File: src/rtl/axi4_stream_pkg.sv
// axi4_stream_pkg: shared state encoding for the AXI4-Stream register slice
package axi4_stream_pkg;
  typedef enum logic [1:0] {EMPTY, BUSY, FULL} skid_state_t;
endpackage

File: src/rtl/axi4_stream_skid.sv
// axi4_stream_skid: full AXI4-Stream register slice with registered TREADY and one-beat skid buffer
module axi4_stream_skid
  import axi4_stream_pkg::*;
#(
  parameter int DN = 1
) (
  input  logic          ACLK,
  input  logic          ARESETn,
  input  logic [8*DN-1:0] sti_TDATA,
  input  logic [DN-1:0] sti_TKEEP,
  input  logic          sti_TLAST,
  input  logic          sti_TVALID,
  output logic          sti_TREADY,
  output logic [8*DN-1:0] sto_TDATA,
  output logic [DN-1:0] sto_TKEEP,
  output logic          sto_TLAST,
  output logic          sto_TVALID,
  input  logic          sto_TREADY,
  output logic [1:0]    occ
);
  localparam int PW = 8*DN + DN + 1;
  skid_state_t state, nxt;
  logic valid, ready, in_xfer, out_xfer, load_m, load_s, sel_s;
  logic [PW-1:0] m, s, din;
  assign din = {sti_TDATA, sti_TKEEP, sti_TLAST};
  assign in_xfer = sti_TVALID & ready;
  assign out_xfer = valid & sto_TREADY;
  // next-state decode and load enables for the main and skid registers
  always_comb begin
    nxt = state;
    load_m = 1'b0;
    load_s = 1'b0;
    sel_s = 1'b0;
    case (state)
      EMPTY: begin
        load_m = in_xfer;
        nxt = in_xfer ? BUSY : EMPTY;
      end
      BUSY: begin
        load_m = in_xfer & out_xfer;
        load_s = in_xfer & ~out_xfer;
        nxt = load_s ? FULL : (out_xfer & ~in_xfer) ? EMPTY : BUSY;
      end
      FULL: begin
        load_m = out_xfer;
        sel_s = 1'b1;
        nxt = out_xfer ? BUSY : FULL;
      end
      default: nxt = EMPTY;
    endcase
  end
  // control flops; valid and ready come straight from flops so no input reaches an output
  always_ff @(posedge ACLK or negedge ARESETn) begin
    if (!ARESETn) begin
      state <= EMPTY;
      valid <= 1'b0;
      ready <= 1'b0;
    end else begin
      state <= nxt;
      valid <= (nxt != EMPTY);
      ready <= (nxt != FULL);
    end
  end
  // payload flops carry no reset; contents are meaningless while not valid
  always_ff @(posedge ACLK) begin
    if (load_m) m <= sel_s ? s : din;
    if (load_s) s <= din;
  end
  assign {sto_TDATA, sto_TKEEP, sto_TLAST} = m;
  assign sto_TVALID = valid;
  assign sti_TREADY = ready;
  assign occ = state;
endmodule

File: config.mk
export PLATFORM = sky130hd
export DESIGN_NAME = axi4_stream_skid
export DESIGN_NICKNAME = d
export VERILOG_FILES = /design/src/rtl/axi4_stream_pkg.sv /design/src/rtl/axi4_stream_skid.sv
export SDC_FILE = /design/constraint.sdc
export NUM_CORES = 1
export LEC_CHECK = 0
export ABC_CLOCK_PERIOD_IN_PS = 2400
export BUFFER_PORTS_ARGS = -buffer_cell sky130_fd_sc_hd__buf_4
export CAP_MARGIN = 20
export CELL_PAD_IN_SITES_DETAIL_PLACEMENT = 1
export CELL_PAD_IN_SITES_GLOBAL_PLACEMENT = 2
export CORE_MARGIN = 8
export CORE_UTILIZATION = 34
export CTS_CLUSTER_DIAMETER = 120
export DETAILED_ROUTE_END_ITERATION = 12
export GPL_ROUTABILITY_DRIVEN = 1
export PLACE_DENSITY_LB_ADDON = 0.1
export SYNTH_ARGS = -nofsm -noshare
export SYNTH_HDL_FRONTEND = slang
export SYNTH_SLANG_ARGS = --single-unit
File: constraint.sdc
create_clock -name ACLK -period 2.4 [get_ports ACLK]
set_clock_uncertainty 0.1 [all_clocks]
set_input_delay 0.24 -clock ACLK [delete_from_list [all_inputs] [get_ports ACLK]]
set_output_delay 0.24 -clock ACLK [all_outputs]
set_load 0.05 [all_outputs]
==> impl.org, run 1 <==
** Outcome
- Run status :: completed

** STA
- Pin slew with the least headroom to its limit :: 403 ps
- Dividing the final minimum period by the clock period gives 70.5%.
- Worst slack on hold paths :: 156 ps
- The final number of hold-violating endpoints came to 0.
- RSZ-0062 raised after global routing :: no
- Setup TNS :: 0 ps
- Measured against its own limit, the worst slew margin works out to 73.1%.
- Max Clk Rate :: 0.591 GHz
- Setup violations remaining at the end of the flow were counted as 0.
- Max-slew violation total from the final report :: 0
- For the finished layout, the period the worst path requires is 1690 ps.

** CTS
- The clock passes through at most 2 buffers.
- CTS H-tree lvls :: 1
- CTS Buf Count :: 3
- TritonCTS clock tree :: done
- Clk pin slew, worst setup/hold paths :: 110 ps
- Clk Tree Root Cell :: sky130_fd_sc_hd__clkbuf_4
- The clock drives 24 sinks.
- The clock reaches the later pin of the worst-skew pair after 310 ps.
- Post-CTS repair changed the size of 0 cells.

** Detailed routing
- The routed design has 2010 um of wire.
- Before antenna repair, the detailed router went through 2 iterations.
- Routed Antenna Nets :: 0
- The detailed router finished its first iteration with 13 violations.
- Wirelength per Cell :: 15.7 um
- Total DRC errors in the routed layout :: 0
- Using the TritonRoute via totals, the vias-per-cell ratio works out to 4.73.
- Detailed routing inserted a total of 606 vias.

** GRT
- Overflow left after global routing :: 0
- Global routing met2 resource utilization :: 13.3%
- Global routing used 4.72% of the available met3 tracks.
- Most Crowded Layer GR :: met2
- Met1 usage :: 9.55%
- Gr usage total :: 8.66%
- The via count of the first global-routing pass came to 688.
- Pin count of the biggest net entering global routing :: 14
- Antenna violations before repair :: 0
- Wire length of the first global-routing pass :: 3330 um

** Yosys
- Among all cell types in the netlist, the one instantiated most often is sky130_fd_sc_hd__edfxtp_1.
- Proportion of netlist area held by the largest area contributor :: 61.0%
- Sorting the synthesized cells by area gives the leading types as sky130_fd_sc_hd__edfxtp_1 (61%), sky130_fd_sc_hd__mux2_4 (12%), sky130_fd_sc_hd__dfrtp_1 (10%), sky130_fd_sc_hd__a21o_1 (2.3%), sky130_fd_sc_hd__mux2_2 (2.3%).
- Flip-flop and latch count after synthesis :: 24
- Mapped Avg Cell Area :: 17.6 um2
- In the synthesized netlist, the cells that appear most often are sky130_fd_sc_hd__edfxtp_1 (20), sky130_fd_sc_hd__mux2_4 (8), sky130_fd_sc_hd__dfrtp_1 (4).
- In the synthesized netlist the dominant register cell turns out to be sky130_fd_sc_hd__edfxtp_1.
- Post-synth ARST share :: 16.7%
- The mapped netlist covers 985 um2.
- Warning count from the yosys run :: 0
- Counting flops with a built-in enable in the synthesized netlist gives 20.
- The largest total area in the synthesized netlist belongs to sky130_fd_sc_hd__edfxtp_1.
- Counting every instance in the synthesized netlist gives 56.
- Net count after synthesis :: 71
- Count of distinct cell types in the synthesized netlist :: 19
- Sequential cell area fraction in the yosys report :: 71.2%

** Placed design
- Routability-driven placement congestion ratio :: 0.731
- Detailed-placement wirelength estimate :: 1430 um
- Number of buffer cells added on primary ports :: 27
- Counting tap cells, the placed design contains a total of 113 instances.

** Power
- VDD IR-drop max :: 632 uV
- In this run the static leakage power is 0.586 nW.
- Power per unit of standard cell area :: 1190 nW/um2

** Die
- Area of the core :: 2760 um2
- Die X-Extent :: 69.8 um
- After floorplanning, the core was divided into 19 placement rows.
- Total die area :: 4870 um2
- Starting density of the core :: 35.7%
- Pin placement for this block handled 28 I/O pins.
- In this run the vertical extent of the chip is 69.8 um.

** Worst setup path
- CP Launch Type :: flop
- Data arrival time at the worst-slack endpoint :: 1570 ps
- Crit Path Category :: flop to flop
- Largest fanout on the critical path :: 10
- Worst EP required :: 2280 ps
- STA classifies the critical path endpoint as a flop.

** Finish
- Area growth from synthesis to layout :: 37.6%
- The finished layout holds 128 standard cells, fillers aside.
- Fill cells in the final layout number 269.
- The number of antenna diodes in the final layout is 0.
- The net count of the finished layout is 113.
- In the final layout, the share of cells above drive strength 1 is 43.3%.

** Min path
- The min-delay analysis places its worst path in the category primary input to asynchronous set/reset pin.

** Job
- Max-capacitance violation count :: 0
==> repair_timing <==
item / in CTS / in global routing
setup buffers: 0 / 0
endpoints found under the hold margin: 14 / 0
hold buffers: 11 / 0
==> path summary, 6_finish.rpt <==
kind	endpoint	slack [ps]	cells past startpoint	from
setup / recovery	m[7]$_DFFE_PP_	710	3	occ[1]$_DFF_PN0_
hold / removal	sto_TVALID$_DFF_PN0_	160	2	ARESETn
hold reg to reg	m[6]$_DFFE_PP_	450	1	s[6]$_DFFE_PP_
max in group asynchronous	occ[0]$_DFF_PN0_	1950	2	ARESETn
min in group ACLK	occ[1]$_DFF_PN0_	180	4	sto_TREADY
setup reg to reg	m[7]$_DFFE_PP_	710	3	occ[1]$_DFF_PN0_
==> layout make-up <==
cell class,count,area (um2),area share [%]
Tap cell,31,38.8,2.86
Clock buffer,3,22.5,1.66
Inverter,2,7.51,0.554
Timing Repair Buffer,39,320,23.6
Clock inverter,1,3.75,0.277
Multi-Input combinational cell,28,262,19.3
Sequential cell,24,701,51.7
==> per-stage QoR <==
stage / utilization [%] / cell area (um2) / power (mW) / setup slack [ps]
2_1_floorplan: - / 985 / 1.22 / 411
3_3_place_gp: 44.2 / 1220 / 1.44 / 778
3_5_place_dp: 44.2 / 1220 / 1.44 / 710
4_1_cts: 49.1 / 1360 / 1.64 / 693
5_1_grt: 49.1 / 1360 / 1.70 / 616
6_report: 49.1 / 1360 / 1.61 / 707
==> routing by layer <==
metal / up-vias / share of wire (%)
met1: 293 / 43
met2: 17 / 47
met4: 0 / 1.8
li1: 290 / -
met5: - / 0
met3: 6 / 7.8
==> registers in the layout, summed over array words and instances (netlist names) <==
register	count
sti_TREADY	1
m	10
s	10
occ	2
sto_TVALID	1
==> placed cells by master, fill, tap and decap left out <==
| master | synthesis | final |
|---|---|---|
| sky130_fd_sc_hd__a21o_1 | 3 | 3 |
| sky130_fd_sc_hd__a21oi_1 | 2 | 2 |
| sky130_fd_sc_hd__a22oi_1 | 1 | 1 |
| sky130_fd_sc_hd__and2_1 | 1 | 1 |
| sky130_fd_sc_hd__and2b_1 | 1 | 1 |
| sky130_fd_sc_hd__buf_4 | 0 | 28 |
| sky130_fd_sc_hd__clkbuf_4 | 0 | 3 |
| sky130_fd_sc_hd__clkinv_1 | 0 | 1 |
| sky130_fd_sc_hd__dfrtp_1 | 4 | 4 |
| sky130_fd_sc_hd__dlygate4sd3_1 | 0 | 11 |
| sky130_fd_sc_hd__edfxtp_1 | 20 | 20 |
| sky130_fd_sc_hd__ha_1 | 1 | 1 |
| sky130_fd_sc_hd__inv_1 | 2 | 2 |
| sky130_fd_sc_hd__mux2_2 | 2 | 2 |
| sky130_fd_sc_hd__mux2_4 | 8 | 8 |
| sky130_fd_sc_hd__nand2_1 | 2 | 2 |
| sky130_fd_sc_hd__nand2b_4 | 1 | 1 |
| sky130_fd_sc_hd__nand3_1 | 2 | 2 |
| sky130_fd_sc_hd__nand3b_1 | 1 | 1 |
| sky130_fd_sc_hd__nor2_1 | 2 | 2 |
| sky130_fd_sc_hd__o22ai_1 | 1 | 1 |
==> power breakdown <==
part / leakage [nW] / internal [mW] / switching (mW) / total, mW
combinational: 0.339 / 0.267 / 0.498 / 0.765
sequential: 0.232 / 0.605 / 0.0637 / 0.669
clock: 0.0154 / 0.0610 / 0.116 / 0.177
total: 0.586 / 0.933 / 0.678 / 1.61
==> cells by family after synthesis <==
group	share of synthesized area (%)
compound gates	4.70
mux	14.5
simple gates	6.10
flops	71.2
buf+inv	2.29
fa+ha+maj	1.27
==> critical path, cell delays in order, from the launching register on <==
cell                       delay (ps)
sky130_fd_sc_hd__dfrtp_1          480
sky130_fd_sc_hd__nand3b_1         190
sky130_fd_sc_hd__a21oi_1          220
sky130_fd_sc_hd__a21o_1           370
Note: power is estimated with default switching activity, not from simulation.
==> inputs of run 2 (changes only) <==
ABC_CLOCK_PERIOD_IN_PS = 1600   (was 2400)
clock period = 1.6 ns   (was 2.4 ns; I/O delays follow)
==> run 2 against run 1 <==
  * Largest cell class unchanged
  * Final area increased by 4.5%
  * Global-route usage grew 0.066 points
  * Fmax is 13% higher
  * First-iteration DRC count grew 7.7%
  * Critical path depth unchanged
  * Final cell count unchanged
  * Clock power increased by 140%
  * Combinational power increased by 58%
  * Sequential share of layout area is 1.9 points lower
  * Setup slack worse by 600 ps
  * Sequential cell count is the same
  * Largest power group unchanged
  * Sequential power increased by 49%
  * Critical endpoint is now m[1]$_DFFE_PP_
==> impl.org, run 2 (synthesis gave the netlist of run 1 again) <==
** Finish
- Cells fill 51.4% of the core in the end.
- Post-route standard cell area excluding fillers :: 1420 um2
- The area growth from synthesis to layout is 43.8%.
- In the final design database the tool counted 113 nets.
- Fraction of layout cells with a size suffix above 1 :: 53.6%
- Excluding fillers, the count of instances in the completed layout stands at 128.
- Antenna fix cells :: 0
- The library cell used most frequently in the layout, excluding fill and tap cells, is sky130_fd_sc_hd__buf_4.
- Commonest cells after routing, fill and taps aside :: sky130_fd_sc_hd__buf_4 (28), sky130_fd_sc_hd__edfxtp_1 (20), sky130_fd_sc_hd__dlygate4sd3_1 (11)

** STA
- Static timing analysis puts the maximum clock frequency at 0.668 GHz.
- Setup repair after global routing left no endpoint under its margin.
- Tightest slew margin relative to the limit :: 80.2%
- The final number of max-transition violations is 0.
- Worst slack on hold paths :: 66.3 ps
- After layout, the minimum clock period comes to 1500 ps.
- Setup TNS :: 0 ps
- Min setup slack post-route :: 103 ps
- Dividing the final minimum period by the clock period gives 93.6%.
- The final number of hold-violating endpoints came to 0.
- Setup violations remaining at the end of the flow were counted as 0.
- At the pin with the least slew margin, the transition time is 297 ps.

** CTS
- Number of gates resized after CTS :: 0
- The clock passes through at most 2 buffers.
- After clock tree synthesis, the setup repair step added 0 buffers.
- Clock Sinks :: 24
- Clk Tree Root Cell :: sky130_fd_sc_hd__clkbuf_4
- Worst skew pair latency :: 300 ps
- In this run the number of H-tree levels came out at 1.
- After clock tree synthesis, the clock-pin slew on the worst setup and hold paths is 120 ps.
- The number of clock buffers added by TritonCTS is 3.
- TritonCTS built the clock tree.

** Placed design
- Detailed-placement wirelength estimate :: 1450 um
- After detailed placement, the design holds a cell count of 113.
- At the end of routability-driven placement, the weighted congestion stood at 0.772.
- Number of buffer cells added on primary ports :: 27
- Cell area reported after detailed placement :: 1250 um2
- OpenSTA, run right after detailed placement, puts the worst setup slack at 83.4 ps.

** Die
- During I/O placement, the number of pins put on the boundary was 28.
- In this run the standard cell core region covers 2760 um2.
- Number of placement rows :: 19
- For this configuration, the core starts out at a cell density of 35.7%.
- The floorplan step set the die width to 69.8 um.
- The die is 69.8 um tall.
- Total die area :: 4870 um2

** Worst setup path
- Crit Path Category :: flop to flop
- The worst setup path is launched from a flop.
- R2r setup slk :: 100 ps
- STA puts the critical path data required time at 1530 ps.
- Length in cells of the worst reg-to-reg path :: 3
- Critical path launch point :: occ[1]$_DFF_PN0_
- Traced cell by cell, the critical path runs through nand3b_1 > a21oi_1 > a21o_4.
- Slowest cell on the critical path :: sky130_fd_sc_hd__dfrtp_2
- Worst flop-to-flop path endpoint :: m[1]$_DFFE_PP_
- Slowest cell delay on critical path :: 480 ps
- The critical path ends at m[1]$_DFFE_PP_.
- STA puts the critical path data arrival time at 1420 ps.
- The startpoint identified for the worst register-to-register timing path is occ[1]$_DFF_PN0_.
- In this run the worst path has a maximum fanout of 10.
- STA classifies the critical path endpoint as a flop.

** Detailed routing
- Post-detailed-routing wire length :: 1980 um
- Initial DRC count :: 14
- For this block, the via count after detailed routing is 598.
- Dividing the detail-routed via count by the number of cells gives 4.67.
- The first TritonRoute pass finished after 4 iterations.
- After detailed routing, the average wire length per cell comes to 15.5 um.
- In this run the remaining antenna-violating nets after routing total 0.
- Total DRC errors in the routed layout :: 0

** Outcome
- Run status :: completed

** GRT
- For this run, the total global-route usage over all layers was measured as 8.73%.
- After global routing the overflow that remains totals 0.
- The first global-routing pass estimated 3420 um of wire.
- The initial antenna violation count is 0.
- Entering global routing, the biggest net connects 15 pins.
- The via count of the first global-routing pass was 688.

** Power
- VDD IR-drop max :: 1060 uV
- Power per unit of standard cell area :: 1870 nW/um2
- PnR Total Power :: 2.65 mW
- Static Leak :: 0.594 nW

** Min path
- Hold WC Path Type :: primary input to asynchronous set/reset pin

** Job
- Max-cap violations in this run came to 0.
## run 2: changes by cell type in the layout (fill, tap and decap cells not counted), sizes merged
cell,before,now
bufinv,0,1
clkinv,1,0
## run 2: worst min path at each step
stage	to	slack, ps	from
floorplan	occ[0]$_DFF_PN0_	-240	ARESETn
global placement	sti_TREADY$_DFF_PN0_	-140	ARESETn
detailed placement	sti_TREADY$_DFF_PN0_	-140	ARESETn
CTS	sti_TREADY$_DFF_PN0_	60	ARESETn
global route	sti_TREADY$_DFF_PN0_	50	ARESETn
finish	sti_TREADY$_DFF_PN0_	70	ARESETn
## run 2: final cells by class
| type | count | area [um2] |
|---|---|---|
| multi-input combinational | 28 | 292 |
| sequential | 24 | 706 |
| fill | 291 | 1340 |
| timing repair buffer | 39 | 320 |
| tap | 31 | 38.8 |
| clock buffer | 3 | 22.5 |
| clock inverter | 1 | 30.0 |
| inverter | 2 | 7.51 |
## run 2: critical path: cells and delay by family (launching register included)
| family | cells | cell delay [ps] |
|---|---|---|
| flip-flops | 1 | 480 |
| AND/OR/NAND/NOR | 1 | 170 |
| AO/OA/AOI/OAI | 2 | 470 |
## run 2: repair_timing
action                                 CTS  global route
endpoints found under the hold margin   14             0
hold buffers                            11             0
setup endpoints to repair                0             0
## run 2: layer usage
metal / up-vias / part of all wire [%] / global-route usage (%)
met5: - / 0 / 0
met4: 0 / 0 / 2.01
met3: 0 / 6.0 / 4.29
met2: 18 / 55 / 16.0
met1: 288 / 39 / 8.47
li1: 292 / - / -
## run 2: power by group
group / internal, mW / total (mW) / switching [mW]
clock network: 0.253 / 0.428 / 0.175
logic: 0.444 / 1.21 / 0.769
registers: 0.914 / 1.00 / 0.0901
total: 1.61 / 2.65 / 1.03
